File: src/rtl/fixed_128_div_pkg.sv
// Shared constants, state type and helpers for the 128/64 fixed-point divider.
//   FRACT_BITS : fractional bits of every Q format (Q120.8 / Q56.8)
//   DIVD_W     : dividend width, DIVS_W : divisor and quotient width
//   NUM_W      : numerator width, also the number of quotient iterations
//   Q_MAX/Q_MIN: saturation values of the signed quotient
package fixed_128_div_pkg;

    localparam int FRACT_BITS = 8;
    localparam int DIVD_W     = 128;
    localparam int DIVS_W     = 64;
    localparam int NUM_W      = DIVD_W + FRACT_BITS;
    localparam int CNT_W      = $clog2(NUM_W);

    localparam logic [DIVS_W-1:0] Q_MAX = {1'b0, {(DIVS_W-1){1'b1}}};
    localparam logic [DIVS_W-1:0] Q_MIN = {1'b1, {(DIVS_W-1){1'b0}}};

    typedef enum logic [1:0] {
        IDLE = 2'd0,
        CALC = 2'd1,
        FIX  = 2'd2,
        DONE = 2'd3
    } div_state_t;

    // Magnitude of a two's-complement dividend. -2^127 maps to 2^127,
    // which is representable because the result is read as unsigned.
    function automatic logic [DIVD_W-1:0] abs_divd(input logic [DIVD_W-1:0] v);
        return v[DIVD_W-1] ? (~v + DIVD_W'(1)) : v;
    endfunction

    function automatic logic [DIVS_W-1:0] abs_divs(input logic [DIVS_W-1:0] v);
        return v[DIVS_W-1] ? (~v + DIVS_W'(1)) : v;
    endfunction

endpackage

File: src/rtl/fixed_128_div_if.sv
// Operand/result handshake bundle of the divider.
// Both sides use valid/ready: a transfer happens on a rising clock edge where
// valid and ready are both high; valid, once raised, holds its payload stable
// until that edge, and ready may depend on nothing but the receiver's state.
//   in_valid/in_ready/dividend_in/divisor_in : operand channel
//   out_valid/out_ready/q_out/overflow/div_by_zero : result channel
//   busy : divider is not idle
// master = operand producer / result consumer, slave = the divider.
interface fixed_128_div_if;
    import fixed_128_div_pkg::*;

    logic              in_valid;
    logic              in_ready;
    logic [DIVD_W-1:0] dividend_in;
    logic [DIVS_W-1:0] divisor_in;
    logic              out_valid;
    logic              out_ready;
    logic [DIVS_W-1:0] q_out;
    logic              overflow;
    logic              div_by_zero;
    logic              busy;

    modport master (
        output in_valid, dividend_in, divisor_in, out_ready,
        input  in_ready, out_valid, q_out, overflow, div_by_zero, busy
    );

    modport slave (
        input  in_valid, dividend_in, divisor_in, out_ready,
        output in_ready, out_valid, q_out, overflow, div_by_zero, busy
    );

endinterface

File: src/rtl/fixed_128_div_udiv_iter.sv
// Unsigned shift-subtract division core, one quotient bit per cycle.
//   clk, rst_n : clock, async active-low reset
//   start      : load operands (single-cycle pulse)
//   divd_mag   : unsigned dividend magnitude; scaled by 2^FRACT_BITS internally
//   divs_mag   : unsigned divisor magnitude, must be non-zero
//   done       : high during the cycle that computes the last quotient bit
//   q_mag      : unsigned NUM_W-bit quotient, valid the cycle after done
module fixed_128_div_udiv_iter
    import fixed_128_div_pkg::*;
(
    input  logic              clk,
    input  logic              rst_n,
    input  logic              start,
    input  logic [DIVD_W-1:0] divd_mag,
    input  logic [DIVS_W-1:0] divs_mag,
    output logic              done,
    output logic [NUM_W-1:0]  q_mag
);

    // num_q starts as the numerator and is shifted left each cycle; the
    // freed LSB receives the new quotient bit, so after NUM_W cycles it
    // holds the quotient.
    logic [NUM_W-1:0]  num_q;
    logic [DIVS_W-1:0] rem_q;
    logic [DIVS_W-1:0] divs_q;
    logic [CNT_W-1:0]  cnt_q;
    logic              running_q;

    logic [DIVS_W:0]   rem_sh;
    logic [DIVS_W:0]   rem_diff;
    logic              ge;

    // rem < divisor keeps rem_sh below 2*divisor, so the difference lies in
    // (-divisor, divisor) and its top bit is a clean borrow flag.
    always_comb begin
        rem_sh   = {rem_q, num_q[NUM_W-1]};
        rem_diff = rem_sh - {1'b0, divs_q};
        ge       = ~rem_diff[DIVS_W];
    end

    assign done  = running_q && (cnt_q == CNT_W'(NUM_W - 1));
    assign q_mag = num_q;

    always_ff @(posedge clk or negedge rst_n) begin
        if (!rst_n) begin
            num_q     <= '0;
            rem_q     <= '0;
            divs_q    <= '0;
            cnt_q     <= '0;
            running_q <= 1'b0;
        end else if (start) begin
            num_q     <= {divd_mag, {FRACT_BITS{1'b0}}};
            rem_q     <= '0;
            divs_q    <= divs_mag;
            cnt_q     <= '0;
            running_q <= 1'b1;
        end else if (running_q) begin
            num_q <= {num_q[NUM_W-2:0], ge};
            rem_q <= ge ? rem_diff[DIVS_W-1:0] : rem_sh[DIVS_W-1:0];
            cnt_q <= cnt_q + CNT_W'(1);
            if (done) begin
                running_q <= 1'b0;
            end
        end
    end

endmodule

File: src/rtl/fixed_128_div.sv
// Signed fixed-point divider: Q120.8 dividend / Q56.8 divisor -> Q56.8 quotient.
// Truncates toward zero, saturates to Q_MAX/Q_MIN with an overflow flag, and
// reports divide-by-zero. One operation in flight.
//   clk, rst_n : clock, async active-low reset (aborts any operation)
//   bus        : operand/result handshake (slave side), see fixed_128_div_if
//   state_dbg  : current controller state
module fixed_128_div
    import fixed_128_div_pkg::*;
(
    input  logic       clk,
    input  logic       rst_n,
    fixed_128_div_if.slave bus,
    output div_state_t state_dbg
);

    div_state_t state_q, state_d;

    logic              accept;
    logic              divs_zero;
    logic              core_start;
    logic              core_done;
    logic [NUM_W-1:0]  core_q;

    logic              neg_q;
    logic              dvd_neg_q;
    logic              dz_q;

    logic              out_valid_q;
    logic [DIVS_W-1:0] q_out_q;
    logic              ovf_q;
    logic              dz_out_q;

    logic [DIVS_W-1:0] fix_q;
    logic              fix_ovf;
    logic              fix_dz;

    assign accept     = bus.in_valid && (state_q == IDLE);
    assign divs_zero  = (bus.divisor_in == '0);
    assign core_start = accept && !divs_zero;

    fixed_128_div_udiv_iter u_core (
        .clk      (clk),
        .rst_n    (rst_n),
        .start    (core_start),
        .divd_mag (abs_divd(bus.dividend_in)),
        .divs_mag (abs_divs(bus.divisor_in)),
        .done     (core_done),
        .q_mag    (core_q)
    );

    always_comb begin
        state_d = state_q;
        case (state_q)
            IDLE: if (accept)        state_d = divs_zero ? FIX : CALC;
            CALC: if (core_done)     state_d = FIX;
            FIX:                     state_d = DONE;
            DONE: if (bus.out_ready) state_d = IDLE;
            default:                 state_d = IDLE;
        endcase
    end

    // Sign and saturation applied to the unsigned quotient. A negative
    // result may reach 2^63 exactly (Q_MIN) without overflowing; negating a
    // zero magnitude yields +0, so there is no negative zero.
    always_comb begin
        fix_q   = '0;
        fix_ovf = 1'b0;
        fix_dz  = 1'b0;
        if (dz_q) begin
            fix_dz = 1'b1;
            fix_q  = dvd_neg_q ? Q_MIN : Q_MAX;
        end else if (neg_q) begin
            if (core_q > NUM_W'(Q_MIN)) begin
                fix_q   = Q_MIN;
                fix_ovf = 1'b1;
            end else begin
                fix_q = ~core_q[DIVS_W-1:0] + DIVS_W'(1);
            end
        end else begin
            if (core_q > NUM_W'(Q_MAX)) begin
                fix_q   = Q_MAX;
                fix_ovf = 1'b1;
            end else begin
                fix_q = core_q[DIVS_W-1:0];
            end
        end
    end

    always_ff @(posedge clk or negedge rst_n) begin
        if (!rst_n) begin
            state_q     <= IDLE;
            neg_q       <= 1'b0;
            dvd_neg_q   <= 1'b0;
            dz_q        <= 1'b0;
            out_valid_q <= 1'b0;
            q_out_q     <= '0;
            ovf_q       <= 1'b0;
            dz_out_q    <= 1'b0;
        end else begin
            state_q <= state_d;
            if (accept) begin
                neg_q     <= bus.dividend_in[DIVD_W-1] ^ bus.divisor_in[DIVS_W-1];
                dvd_neg_q <= bus.dividend_in[DIVD_W-1];
                dz_q      <= divs_zero;
            end
            if (state_q == FIX) begin
                out_valid_q <= 1'b1;
                q_out_q     <= fix_q;
                ovf_q       <= fix_ovf;
                dz_out_q    <= fix_dz;
            end else if (state_q == DONE && bus.out_ready) begin
                out_valid_q <= 1'b0;
            end
        end
    end

    assign bus.in_ready    = (state_q == IDLE);
    assign bus.busy        = (state_q != IDLE);
    assign bus.out_valid   = out_valid_q;
    assign bus.q_out       = q_out_q;
    assign bus.overflow    = ovf_q;
    assign bus.div_by_zero = dz_out_q;
    assign state_dbg       = state_q;

endmodule

File: src/flat_wrapper.sv
// flat-port wrapper written by rule: the top's interface ports become plain ports
module fixed_128_div_flat import fixed_128_div_pkg::*;
  (clk, rst_n, state_dbg, bus_in_valid, bus_dividend_in, bus_divisor_in, bus_out_ready, bus_in_ready, bus_out_valid, bus_q_out, bus_overflow, bus_div_by_zero, bus_busy);
  fixed_128_div_if bus_i ();
  input  logic clk;
  input  logic rst_n;
  output div_state_t state_dbg;
  input wire logic [$bits(bus_i.in_valid)-1:0] bus_in_valid;
  input wire logic [$bits(bus_i.dividend_in)-1:0] bus_dividend_in;
  input wire logic [$bits(bus_i.divisor_in)-1:0] bus_divisor_in;
  input wire logic [$bits(bus_i.out_ready)-1:0] bus_out_ready;
  output wire logic [$bits(bus_i.in_ready)-1:0] bus_in_ready;
  output wire logic [$bits(bus_i.out_valid)-1:0] bus_out_valid;
  output wire logic [$bits(bus_i.q_out)-1:0] bus_q_out;
  output wire logic [$bits(bus_i.overflow)-1:0] bus_overflow;
  output wire logic [$bits(bus_i.div_by_zero)-1:0] bus_div_by_zero;
  output wire logic [$bits(bus_i.busy)-1:0] bus_busy;
  assign bus_i.in_valid = bus_in_valid;
  assign bus_i.dividend_in = bus_dividend_in;
  assign bus_i.divisor_in = bus_divisor_in;
  assign bus_i.out_ready = bus_out_ready;
  assign bus_in_ready = bus_i.in_ready;
  assign bus_out_valid = bus_i.out_valid;
  assign bus_q_out = bus_i.q_out;
  assign bus_overflow = bus_i.overflow;
  assign bus_div_by_zero = bus_i.div_by_zero;
  assign bus_busy = bus_i.busy;
  fixed_128_div u_core (.clk(clk), .rst_n(rst_n), .bus(bus_i), .state_dbg(state_dbg));
endmodule
File: config.mk
export PLATFORM = sky130hd
export DESIGN_NAME = fixed_128_div_flat
export DESIGN_NICKNAME = d
export VERILOG_FILES = /design/src/rtl/fixed_128_div_pkg.sv /design/src/rtl/fixed_128_div_if.sv /design/src/rtl/fixed_128_div_udiv_iter.sv /design/src/rtl/fixed_128_div.sv /design/src/flat_wrapper.sv
export SDC_FILE = /design/constraint.sdc
export NUM_CORES = 1
export LEC_CHECK = 0
export BUFFER_PORTS_ARGS = -buffer_cell sky130_fd_sc_hd__buf_4
export CAP_MARGIN = 20
export CORE_AREA = 2 2 294 224
export CTS_BUF_LIST = sky130_fd_sc_hd__clkbuf_8
export DETAILED_ROUTE_END_ITERATION = 8
export DIE_AREA = 0 0 296 226
export PLACE_DENSITY = 0.65
export SYNTH_ARGS = -nofsm -noshare
export SYNTH_HDL_FRONTEND = slang
export SYNTH_SLANG_ARGS = --single-unit
File: constraint.sdc
create_clock -name clk -period 4.5 [get_ports clk]
set_input_delay 0.9 -clock clk [delete_from_list [all_inputs] [get_ports clk]]
set_output_delay 0.9 -clock clk [all_outputs]
set_load 0.02 [all_outputs]
======== Yosys cells after proc, flatten, opt, wreduce, memory -nomap -nowiden ========
Index checks and enable logic that the tools add are counted.
storage, ports and cells
  register bits ........................... 345
  output and inout port bits .............. 71
  input bits .............................. 196
  logic and storage cells ................. 72
operators by class
  muxes and demuxes ....................... 29
  equality and inequality tests ........... 7
  magnitude comparators ................... 2
  add/subtract/negate cells ............... 5
  reductions and logical operators ........ 11
  bitwise operators ....................... 5
operators with widths
  kind                                                                     count
  64-bit 2-to-1 mux                                                        9
  136-bit 2-to-1 mux                                                       2
  136-bit by 63-bit > comparator with 1-bit output, second input constant  1
  136-bit by 64-bit > comparator with 1-bit output, second input constant  1
  128-bit by 1-bit adder with 128-bit output, second input constant        1
  64-bit by 1-bit adder with 64-bit output, second input constant          2
  128-bit 2-to-1 mux                                                       1
  128-bit inverter                                                         1
  64-bit inverter                                                          2
  65-bit by 64-bit subtractor with 65-bit output                           1
  64-bit logical NOT                                                       1
  8-bit 2-to-1 mux                                                         2
  1-bit 2-to-1 mux                                                         10
  8-bit by 1-bit adder with 8-bit output, second input constant            1
  8-bit equality test, second input constant                               1
  2-bit 2-to-1 mux                                                         4
  2-bit case mux with 4 select lines                                       1
  2-bit nonzero test                                                       3
  2-bit equality test, second input constant                               2
  1-bit logical AND                                                        4
  2-bit by 1-bit inequality test with 1-bit output, second input constant  2
  3-bit AND reduction                                                      1
  2-bit by 1-bit equality test with 1-bit output, second input constant    1
  2-bit logical NOT                                                        1
  other kinds (4)                                                          4

======== Longest topological paths before layout ========
  depth in word-level cells ............... 5
  gate-level depth with buffers ........... 15
  mapped depth without buffers ............ 13

======== By module ========
From an unflattened synthesis, not the netlist that was laid out.
unflattened totals
  cells, all modules ...................... 3135
  area, all modules ....................... 25620.8 µm²
modules (own cells, without submodules)
  module                   area each (µm²)  cells each  times used
  fixed_128_div_udiv_iter  16153.0          1836        1
  fixed_128_div            9467.8           1299        1

======== Worst setup path after synthesis ========
Ideal clock, no wire load.
  path type ............................... input-to-reg
  start ................................... input port bus_divisor_in[12]
  end ..................................... register u_core.u_core.num_q[134] (netlist: u_core.u_core.q_mag[134])
  arrival time ............................ 3.950 ns
  setup slack ............................. 0.412 ns
  data required time ...................... 4.363 ns
  stages on the path ...................... 13
  cell sequence ........................... or4_4 -> or4_4 -> or4_1 -> buf_2 -> nor3_4 -> nand2_2 -> or4_4 -> nor2b_4 -> buf_6 -> buf_6 -> buf_6 -> a211oi_1 -> a21oi_1
between the ends
  longest elaborated chain between the ends .. 4
  elaborated cells on any way between the ends .. 5
ends and longest elaborated chain
  what                                                      line                           RTL
  start: declaration                                        flat_wrapper.sv:10             input wire logic [$bits(bus_i.divisor_in)-1:0] bus_divisor_in;
  64-bit logical NOT (*)                                    fixed_128_div.sv:38            assign divs_zero = (bus.divisor_in == '0);
  1-bit logical NOT (*)                                     fixed_128_div.sv:39            assign core_start = accept && !divs_zero;
  1-bit logical AND (*)                                     fixed_128_div.sv:39
  136-bit 2-to-1 mux or 2-bit nonzero test (tied branches)  -
  end signal: assignment                                    fixed_128_div_udiv_iter.sv:52  num_q <= {divd_mag, {FRACT_BITS{1'b0}}};
  end signal: assignment                                    fixed_128_div_udiv_iter.sv:58  num_q <= {num_q[NUM_W-2:0], ge};
  end: declaration                                          fixed_128_div_udiv_iter.sv:23  logic [NUM_W-1:0] num_q;
Mark *: on every way between the ends. The rest lies on a longest branch, timed or not.
A chain may end at the register's enable or synchronous reset.

======== Final worst setup path ========
  start ................................... register u_core.u_core.num_q[135] (netlist: u_core.u_core.q_mag[135])
  end ..................................... register u_core.u_core.rem_q[14]
between the ends
  longest elaborated chain between the ends .. 4
ends and longest elaborated chain
  what                                            line                           RTL
  65-bit by 64-bit subtractor with 65-bit output  fixed_128_div_udiv_iter.sv:37  rem_diff = rem_sh - {1'b0, divs_q};
  64-bit 2-to-1 mux                               fixed_128_div_udiv_iter.sv:59  rem_q <= ge ? rem_diff[DIVS_W-1:0] : rem_sh[DIVS_W-1:0];
  64-bit 2-to-1 mux                               fixed_128_div_udiv_iter.sv:57  end else if (running_q) begin
  64-bit 2-to-1 mux                               fixed_128_div_udiv_iter.sv:51  end else if (start) begin
  end signal: assignment                          fixed_128_div_udiv_iter.sv:59
  end: declaration                                fixed_128_div_udiv_iter.sv:24  logic [DIVS_W-1:0] rem_q;
No other way between the ends. The select of a mux whose other input is x is not followed.

==> impl_metrics.prom <==
# TYPE chip_impl_metric gauge
chip_impl_info{name="status",value="complete, no violations"} 1
chip_impl_metric{name="antenna_found_initial",unit=""} 6
chip_impl_metric{name="tritoncts.num_buffers",unit=""} 59
chip_impl_metric{name="core_area",unit="mm^2"} 0.0643
chip_impl_metric{name="area.growth.synth_to_final",unit="%"} 18.1
chip_impl_metric{name="placement.io_buffers",unit=""} 266
chip_impl_metric{name="avg_wl_per_cell",unit="um"} 19.2
chip_impl_metric{name="flip_flop_and_latch_count_after_synthesis",unit=""} 345
chip_impl_metric{name="synth_unique_cells",unit=""} 77
chip_impl_metric{name="post_route_drc",unit=""} 0
chip_impl_metric{name="mappedNetlistNets",unit=""} 3369
chip_impl_metric{name="drt_pass1_iterations",unit=""} 6
chip_impl_metric{name="num-nets-final",unit=""} 3599
chip_impl_metric{name="synthesis_warnings",unit=""} 0
chip_impl_metric{name="leakage",unit="nW"} 13.3
chip_impl_metric{name="clock_tree.buffer_depth",unit=""} 3
chip_impl_metric{name="postRouteAntennaNets",unit=""} 0
chip_impl_metric{name="seq_area",unit="mm^2"} 0.00864
chip_impl_metric{name="worstSkewPairLatency",unit="ns"} 0.70
chip_impl_metric{name="floorplan.die.height",unit="um"} 226
chip_impl_metric{name="ioPinCount",unit=""} 267
chip_impl_metric{name="fin_crit_sh",unit="%"} 91.0
chip_impl_metric{name="drt-initial-drc-count",unit=""} 2206
chip_impl_metric{name="fillerInstances",unit=""} 6435
chip_impl_metric{name="synthesis.area",unit="mm^2"} 0.0254
chip_impl_metric{name="starting_density_of_the_core",unit="%"} 39.5
chip_impl_metric{name="synth-seq-area-share",unit="%"} 34.0
chip_impl_metric{name="irDropWorstVdd",unit="mV"} 0.760
chip_impl_metric{name="hold_viol",unit=""} 0
chip_impl_metric{name="gp_routability_congestion",unit=""} 0.940
chip_impl_metric{name="synth_async_sr_flop_share",unit="%"} 100
chip_impl_metric{name="clock_tree.htree_level_count",unit=""} 2
chip_impl_metric{name="overflow",unit=""} 0
chip_impl_metric{name="placementRows",unit=""} 81
chip_impl_info{name="unrepaired_setup_endpoints_after_global_routing",value="false"} 1
chip_impl_metric{name="vias_per_cell",unit=""} 5.69
chip_impl_info{name="timing_worst_setup_path_type",value="reg -> reg"} 1
chip_impl_metric{name="synthesis.area_per_instance",unit="um^2"} 8.19
chip_impl_info{name="dominantRegCellSynth",value="dfrtp_1"} 1
chip_impl_metric{name="wl",unit="um"} 81600
chip_impl_metric{name="final-instance-count-excl-fill",unit=""} 4248
chip_impl_metric{name="worst_ep_arrival_time",unit="ns"} 4.62
chip_impl_info{name="worstSetupEndpointType",value="flip-flop"} 1
chip_impl_metric{name="fin_crit",unit="ns"} 4.09
chip_impl_metric{name="ctsResizeCount",unit=""} 0
chip_impl_metric{name="grt_usage",unit="%"} 24.2
chip_impl_metric{name="cts.reportedPaths.clkPinSlew",unit="ns"} 0.06
chip_impl_info{name="cts_tree",value="built"} 1
chip_impl_metric{name="die_width",unit="um"} 296
chip_impl_info{name="layout_commonest_cell",value="o21ai_0"} 1
chip_impl_info{name="clk_root_buffer_cell",value="clkbuf_8"} 1
chip_impl_metric{name="area_of_the_multi_input_gates",unit="mm^2"} 0.0154
chip_impl_metric{name="post-route-util",unit="%"} 46.6
chip_impl_metric{name="dp.cells",unit=""} 4139
chip_impl_metric{name="fmax",unit="MHz"} 244
chip_impl_metric{name="power_density",unit="mW/mm^2"} 751
chip_impl_metric{name="maximum_fanout_along_the_worst_path",unit=""} 49
chip_impl_metric{name="count_of_flip_flops_with_a_built_in_enable_after_synthesis",unit=""} 0
chip_impl_metric{name="finalSetupTns",unit="ns"} 0
chip_impl_metric{name="post_synth_inst_count",unit=""} 3100
chip_impl_info{name="hold_path_class",value="in -> async"} 1
chip_impl_metric{name="slew-limit-headroom",unit="%"} 30.4
chip_impl_metric{name="final-max-slew-violation-count",unit=""} 0
chip_impl_metric{name="routed-via-count",unit=""} 24200
chip_impl_metric{name="pin_count_of_the_biggest_net_entering_global_routing",unit=""} 93
chip_impl_metric{name="first_global_vias",unit=""} 22700
chip_impl_metric{name="dieArea",unit="mm^2"} 0.0669
chip_impl_metric{name="drive_above_1_share",unit="%"} 14.8
chip_impl_metric{name="post_cts.repair.setup_buffers",unit=""} 0
chip_impl_metric{name="wire_length_of_the_first_global_routing_pass",unit="um"} 129000
chip_impl_metric{name="dp_hpwl",unit="um"} 61900
chip_impl_info{name="commonest_cells_after_routing_fill_and_taps_aside",value="387 x o21ai_0, 379 x nand2_1, 343 x dfrtp_1, 340 x buf_4, 201 x a21oi_1"} 1
chip_impl_metric{name="power",unit="W"} 0.0225
chip_impl_metric{name="required",unit="ns"} 5.03
chip_impl_metric{name="tightestPinTransition",unit="ns"} 1.04
chip_impl_metric{name="max-cap-violations",unit=""} 0
chip_impl_metric{name="skew",unit="ns"} 0.0409
chip_impl_metric{name="timing.final.setup_violations",unit=""} 0
chip_impl_info{name="timing.critical_path.from_type",value="flip-flop"} 1
chip_impl_metric{name="cts_sinks",unit=""} 345
chip_impl_metric{name="ctsHoldBuffers",unit=""} 0
==> flip-flops by register name, summed over array words and instances (netlist names) <==
| name | cells |
|---|---|
| u_core.dvd_neg_q | 1 |
| u_core.u_core.divs_q | 64 |
| u_core.bus.q_out | 64 |
| u_core.u_core.running_q | 1 |
| u_core.u_core.q_mag | 136 |
| u_core.u_core.rem_q | 64 |
| u_core.bus.overflow | 1 |
| u_core.u_core.cnt_q | 8 |
| u_core.bus.div_by_zero | 1 |
| u_core.neg_q | 1 |
| u_core.bus.out_valid | 1 |
| u_core.state_dbg | 2 |
| u_core.dz_q | 1 |
==> logic make-up (layout without fill, tap and decap cells) <==
logic type      Yosys count  in the layout  share of synthesized area, %
simple gates            953            953                          18.6
compound gates          951            951                          22.5
flops                   345            345                          34.0
buf+inv                 344            620                          5.32
xor+xnor                256            256                          8.84
mux                     178            178                          7.04
fa+ha+maj                73             73                          3.63
other cells               0              1                             0
==> critical path: stages, from the launching register on <==
cell	delay, ns
dfrtp_1	0.38
inv_1	0.06
ha_1	0.21
fa_1	0.42
nor2b_1	0.19
o2111ai_1	0.17
and3_1	0.24
o21ai_1	0.36
o211ai_1	0.36
o21ai_1	0.40
xor2_4	0.20
buf_12	0.30
buf_4	0.28
mux2i_1	0.22
a21oi_1	0.09
==> per-layer routing <==
layer | global-route usage [%] | part of all wire, % | up-vias
met5 | 0 | 0.070 | -
met4 | 5.91 | 2.0 | 10
met3 | 4.41 | 7.6 | 127
met2 | 32.9 | 40 | 864
met1 | 38.5 | 50 | 11500
li1 | - | - | 11700
==> metrics by stage <==
step / setup WS (ns) / cell area [um^2] / hold WS [ns]
floorplan: 0.412 / 25400 / 0.450
global placement: 0.0984 / 28600 / 0.466
detailed placement: 0.0152 / 28600 / 0.468
CTS: 0.437 / 29900 / 0.238
global route: 0.191 / 30000 / 0.260
finish: 0.406 / 30000 / 0.207
==> synth_stat cells (all sizes together) (5+ instances only) <==
| library cell | count | area, um^2 |
|---|---|---|
| nand4b | 5 | 43.8 |
| o21ai | 393 | 1970 |
| nor2 | 137 | 522 |
| a211oi | 45 | 338 |
| o41ai | 37 | 332 |
| a31oi | 20 | 125 |
| dfrtp | 345 | 8630 |
| clkbuf | 159 | 597 |
| ha | 72 | 901 |
| nand2b | 21 | 131 |
| or3 | 49 | 307 |
| and3 | 10 | 62.6 |
| a21boi | 9 | 67.6 |
| a31o | 5 | 43.8 |
| o21bai | 14 | 105 |
| a221o | 5 | 50.1 |
| or4 | 52 | 402 |
| nor4 | 49 | 313 |
| o21a | 11 | 82.6 |
| or2 | 16 | 100 |
| nor3b | 20 | 150 |
| o22a | 6 | 52.6 |
| nand3b | 7 | 52.6 |
| o211ai | 6 | 45.0 |
| nor2b | 30 | 195 |
| o22ai | 44 | 275 |
| o31ai | 78 | 586 |
| a21oi | 202 | 1010 |
| nand2 | 380 | 1430 |
| mux2i | 174 | 1740 |
| buf | 28 | 164 |
| nand4 | 39 | 244 |
| inv | 157 | 589 |
| a21o | 38 | 285 |
| xor2 | 76 | 666 |
| xnor2 | 180 | 1580 |
| nor4b | 5 | 43.8 |
| nor3 | 82 | 422 |
| nand3 | 37 | 185 |
| o221ai | 6 | 52.6 |
==> area by class of cell <==
class	instances	share of cell area [%]
antenna	1	0.00835
inverter	157	1.97
multi-input combinational	2411	51.5
sequential	345	28.8
clock buffer	74	3.40
clock inverter	33	1.10
tap	871	3.64
timing repair buffer	356	9.59
==> where the power goes <==
group          total, W  internal (W)  switching (W)
Sequential      0.00620       0.00467        0.00154
Combinational    0.0130       0.00552        0.00751
Clock           0.00326       0.00184        0.00143
==> path summary, 6_finish.rpt <==
path                                                 end                     start  slack [ns]  cells after the start
worst max-delay path             u_core.u_core.rem_q[14]  u_core.u_core.q_mag[135]        0.41                     14
worst min-delay path             u_core.u_core.q_mag[88]                     rst_n        0.21                      1
worst max register to register   u_core.u_core.rem_q[14]  u_core.u_core.q_mag[135]        0.41                     14
worst min register to register      u_core.bus.out_valid      u_core.bus.out_valid        0.48                      1
max in group asynchronous       u_core.u_core.divs_q[37]                     rst_n        3.19                      2
min in group clk                    u_core.bus.out_valid      u_core.bus.out_valid        0.48                      1
No activity file was read; power rests on OpenSTA's default activity.
